==> src/rtl/sram_arb.sv <==
// rtl/sram_arb.sv - two-master arbiter in front of a single SRAM slave
module sram_arb #(
  parameter int RR_EN  = 1,
  parameter int ADDR_W = 32,
  parameter int DATA_W = 32
) (
  input  logic              clk,
  input  logic              rst,
  input  logic [ADDR_W-1:0] m0_axi_awaddr,
  input  logic              m0_axi_awvalid,
  output logic              m0_axi_awready,
  input  logic [DATA_W-1:0] m0_axi_wdata,
  input  logic [3:0]        m0_axi_wstrb,
  input  logic              m0_axi_wvalid,
  output logic              m0_axi_wready,
  input  logic [ADDR_W-1:0] m0_axi_araddr,
  input  logic              m0_axi_arvalid,
  output logic              m0_axi_arready,
  output logic [DATA_W-1:0] m0_axi_rdata,
  output logic              m0_axi_rvalid,
  input  logic              m0_axi_rready,
  input  logic [ADDR_W-1:0] m1_axi_awaddr,
  input  logic              m1_axi_awvalid,
  output logic              m1_axi_awready,
  input  logic [DATA_W-1:0] m1_axi_wdata,
  input  logic [3:0]        m1_axi_wstrb,
  input  logic              m1_axi_wvalid,
  output logic              m1_axi_wready,
  input  logic [ADDR_W-1:0] m1_axi_araddr,
  input  logic              m1_axi_arvalid,
  output logic              m1_axi_arready,
  output logic [DATA_W-1:0] m1_axi_rdata,
  output logic              m1_axi_rvalid,
  input  logic              m1_axi_rready,
  output logic [ADDR_W-1:0] s_axi_awaddr,
  output logic              s_axi_awvalid,
  input  logic              s_axi_awready,
  output logic [DATA_W-1:0] s_axi_wdata,
  output logic [3:0]        s_axi_wstrb,
  output logic              s_axi_wvalid,
  input  logic              s_axi_wready,
  output logic [ADDR_W-1:0] s_axi_araddr,
  output logic              s_axi_arvalid,
  input  logic              s_axi_arready,
  input  logic [DATA_W-1:0] s_axi_rdata,
  input  logic              s_axi_rvalid,
  output logic              s_axi_rready
);

  typedef enum logic {IDLE = 1'b0, RD = 1'b1} state_e;

  state_e state_q, state_d;
  logic   owner_q, owner_d;
  logic   prio_q, prio_d;

  logic req0, req1, gnt_vld, gnt_id, gnt_wr, gnt_rd;
  logic wr_acc, rd_acc, r_done;

  // Request decode and same-cycle grant; a write needs both AW and W present
  always_comb begin
    req0    = (m0_axi_awvalid & m0_axi_wvalid) | m0_axi_arvalid;
    req1    = (m1_axi_awvalid & m1_axi_wvalid) | m1_axi_arvalid;
    gnt_vld = (state_q == IDLE) & (req0 | req1);
    gnt_id  = (req0 & req1) ? prio_q : req1;
    gnt_wr  = gnt_vld & (gnt_id ? (m1_axi_awvalid & m1_axi_wvalid)
                                : (m0_axi_awvalid & m0_axi_wvalid));
    gnt_rd  = gnt_vld & ~gnt_wr;
    wr_acc  = gnt_wr & s_axi_awready & s_axi_wready;
    rd_acc  = gnt_rd & s_axi_arready;
    r_done  = (state_q == RD) & s_axi_rvalid & s_axi_rready;
  end

  // Slave side: only the granted master's channel is presented; idle drains stray responses
  always_comb begin
    s_axi_awaddr  = gnt_id ? m1_axi_awaddr : m0_axi_awaddr;
    s_axi_wdata   = gnt_id ? m1_axi_wdata  : m0_axi_wdata;
    s_axi_wstrb   = gnt_id ? m1_axi_wstrb  : m0_axi_wstrb;
    s_axi_araddr  = gnt_id ? m1_axi_araddr : m0_axi_araddr;
    s_axi_awvalid = gnt_wr;
    s_axi_wvalid  = gnt_wr;
    s_axi_arvalid = gnt_rd;
    s_axi_rready  = (state_q == IDLE) | (owner_q ? m1_axi_rready : m0_axi_rready);
  end

  // Master side: readies mirror the slave for the grantee, read data routed to the owner
  always_comb begin
    m0_axi_awready = gnt_wr & ~gnt_id & s_axi_awready;
    m0_axi_wready  = gnt_wr & ~gnt_id & s_axi_wready;
    m0_axi_arready = gnt_rd & ~gnt_id & s_axi_arready;
    m1_axi_awready = gnt_wr &  gnt_id & s_axi_awready;
    m1_axi_wready  = gnt_wr &  gnt_id & s_axi_wready;
    m1_axi_arready = gnt_rd &  gnt_id & s_axi_arready;
    m0_axi_rvalid  = (state_q == RD) & ~owner_q & s_axi_rvalid;
    m1_axi_rvalid  = (state_q == RD) &  owner_q & s_axi_rvalid;
    m0_axi_rdata   = s_axi_rdata;
    m1_axi_rdata   = s_axi_rdata;
  end

  // Next state: enter RD on AR accept, leave on R handshake, rotate priority on any accept
  always_comb begin
    state_d = state_q;
    owner_d = owner_q;
    prio_d  = prio_q;
    if (rd_acc) begin
      state_d = RD;
      owner_d = gnt_id;
    end
    if (r_done) begin
      state_d = IDLE;
    end
    if (wr_acc | rd_acc) begin
      prio_d = (RR_EN != 0) ? ~gnt_id : 1'b0;
    end
  end

  // State registers with synchronous reset
  always_ff @(posedge clk) begin
    if (rst) begin
      state_q <= IDLE;
      owner_q <= 1'b0;
      prio_q  <= 1'b0;
    end else begin
      state_q <= state_d;
      owner_q <= owner_d;
      prio_q  <= prio_d;
    end
  end

endmodule

==> config.mk <==
export PLATFORM = sky130hd
export DESIGN_NAME = sram_arb
export DESIGN_NICKNAME = d
export VERILOG_FILES = /design/src/rtl/sram_arb.sv
export SDC_FILE = /design/constraint.sdc
export NUM_CORES = 1
export LEC_CHECK = 0
export ABC_AREA = 1
export CAP_MARGIN = 10
export CORE_AREA = 2 2 163 165
export CTS_BUF_LIST = sky130_fd_sc_hd__clkbuf_4 sky130_fd_sc_hd__clkbuf_8
export CTS_CLUSTER_SIZE = 40
export DETAILED_ROUTE_END_ITERATION = 8
export DIE_AREA = 0 0 165 167
export GPL_TIMING_DRIVEN = 1
export PLACE_DENSITY = 0.38
export RECOVER_POWER = 50
export SYNTH_ARGS = -nofsm -noshare
export SYNTH_HDL_FRONTEND = slang
export SYNTH_SLANG_ARGS = --single-unit
==> constraint.sdc <==
create_clock -name clk -period 1.8 [get_ports clk]
set_clock_uncertainty 0.1 [all_clocks]
set_input_delay 0.18 -clock clk [delete_from_list [all_inputs] [get_ports clk]]
set_output_delay 0.18 -clock clk [all_outputs]
set_load 0.005 [all_outputs]
==> impl_results.md <==
- GRT Total Usage: 0.0993
- Synth Instances: between 400 and 500
- Failing checks: negative setup slack
- Antenna violations before repair: 0
- CP cell instances: inv_2 > nand2_4 > nand2_8 > buf_12 > buf_12 > buf_12 > buf_16 > buf_8 > nand2_4 > nand2_4 > buf_6
- Arrival time at the worst endpoint: 1.64 ns
- PortBufs: 325
- Die area: 0.0276 mm2
- Layout cells sized above 1: 0.366
- RePlAce Congestion: between 0.7 and 0.8
- Core area: 0.0258 mm2
- Crit path launch type: flop
- CP top delay family: buffers and inverters
- Area added between synthesis and finish: 201%
- CP Data Required Time: around 1.5 ns
- CTS tree: built
- Vias in the first global route: approximately 3,700
- Max Cap Violations: 0
- WS Path Type: flop to output port
- Share of the synthesized area in the top cell type: 0.562
- Setup TNS: -0.955 ns
- Num CTS Buffers: 3
- Pre-antenna DRT Iters: 4
- Overflow after GRT: 0
- Async S/R FF share, synth: 0
- FF+latch count, synth: 3
- Final Max Slew Viols: 0
- Final hold violations: 0
- Clk_lat worst skew: 0.23 ns
- First-pass GRT wire length: 20,600 um
- Final Util: 0.242
- Inserted Diodes: 0
- Final WL: 16,000 um
- Crit Path Max Fanout: 6
- Synth Net Count: 689
- Static leakage: approximately 0.0032 uW
- Yosys warns: 0
- Antenna-violating nets left: 0
- Power per Cell Area: 406 mW/mm2
- Vias: 3,701
- Final WS setup: -0.121 ns
- Initial core utilization: 0.0804
- F_max: 521 MHz
- Top-count cell post-synth: nand2_1
- Post-synth EDFFs: 0
- Minimum clock period: 1.92 ns
- Ys flop type: dfxtp_1
- Dominant cells by area after synthesis: nand2_1, buf_4, dfxtp_1
- Die height: 167 um
- Mapped Area: between 0.002 and 0.0025 mm2
- Clock sinks: 3
- Largest net degree at the start of global routing: 43
- Synth Area per Inst: 4.68 um2
- CTS H-tree depth: 1
- Clock tree buffer depth: 2
- Critical Path Max Stage Delay: 0.32 ns
- Reg clk slew, reported paths: roughly 0.05 ns
- Ports: 422
- Critical-path top delay cell: dfxtp_2
- Slew of the pin with the lowest slew margin: between 0.15 and 0.2 ns
- Post-synthesis sequential area ratio: 0.0290
- HP Class: input pin to output port
- Crit path buf inv count: 7
- Fill count: 2,886
- Row count: 59
- Routed len/inst: 14.6 um
- Rel. slew slack: 0.874
- Die X: 165 um
- Synth area leader: nand2_1
- Peak supply drop: between 0.15 and 0.2 mV
- Post-synth top cells: nand2_1, buf_4, inv_1, nor2_1, nand2_2
- CTS root buf: clkbuf_8
- Starting DRT DRC Count: 68
- Via-to-Cell Ratio: about 3.4
- Unrepaired setup endpoints after global routing: true
- Count of final setup violators: 21
- Status: finished, violations left
- Part of the cycle the worst path needs: 1.07
- Setup slack at placement: -0.574 ns
- DP HPWL: ~11,000 um
- Synth cell types: 19
- Crit path capture type: output port
- # nets final: about 1,000
- DRC: 0
-- logic make-up after synthesis --
| family | Yosys count | share of synthesized area |
|---|---|---|
| simple gates | 335 | 0.626 |
| compound gates | 5 | 0.0157 |
| flops | 3 | 0.0290 |
| buf+inv | 100 | 0.330 |
-- power by group --
part           internal, uW  switching [uW]
clock                   168            62.4
sequential             75.9            8.38
combinational          1320             895
-- timing repair --
action | CTS | global route
endpoints found under the setup margin | 111 | 107
buffers inserted | 25 | 14
resized for setup | 348 | 209
gates cloned | 8 | 7
pin swaps | 14 | 32
hold buffers | 0 | 0
-- flip-flops by register name (all words and copies together) (netlist names) --
name and count:
state_q 1, prio_q 1, owner_q 1
-- layer usage --
layer | vias to the layer above | GRT usage | wire, um
li1 | 1886 | - | -
met1 | 1562 | 0.110 | 6110
met2 | 225 | 0.183 | 8070
met3 | 28 | 0.0296 | 1560
met4 | 0 | 0.0234 | 278
met5 | - | 0 | 0
-- path summary, 6_finish.rpt --
| kind | startpoint | endpoint | slack, ns | depth (start not counted) |
|---|---|---|---|---|
| setup / recovery | prio_q | s_axi_araddr[6] | -0.12 | 11 |
| hold reg to reg | owner_q | owner_q | 0.48 | 2 |
| hold / removal | s_axi_rdata[9] | m0_axi_rdata[9] | 0.26 | 0 |
| setup reg to reg | prio_q | prio_q | 0.21 | 11 |
-- area by class of cell --
cell class	count	area, um2	area share
inverters	13	62.6	0.0100
repair buffers	402	3960	0.635
well taps	335	419	0.0673
multi-input cells	340	1680	0.269
flip-flops and latches	3	62.6	0.0100
clock buffers	4	48.8	0.00784
-- stage by stage --
step / hold slack (ns) / power [uW] / instance area [um2] / std cells
detailed placement: 0.260 / 1920 / 5400 / 1046
CTS: 0.260 / 2360 / 5900 / 1082
global placement: 0.260 / 1930 / 5400 / 1046
finish: 0.260 / 2530 / 6230 / 1097
floorplan: 0.241 / 734 / 2070 / 443
global route: 0.260 / 2750 / 6230 / 1097
-- cell usage in the layout, fill, tap and decap left out, types with 8 or more instances in the layout --
master,Yosys,final
inv_1,11,8
buf_2,3,52
clkbuf_2,0,37
buf_4,81,22
buf_12,0,17
clkdlybuf4s50_1,0,208
nor2_1,11,8
buf_6,0,28
nand2_4,1,22
nand2_1,310,231
nand2_2,5,62
Power figures use the tool's default switching activity.
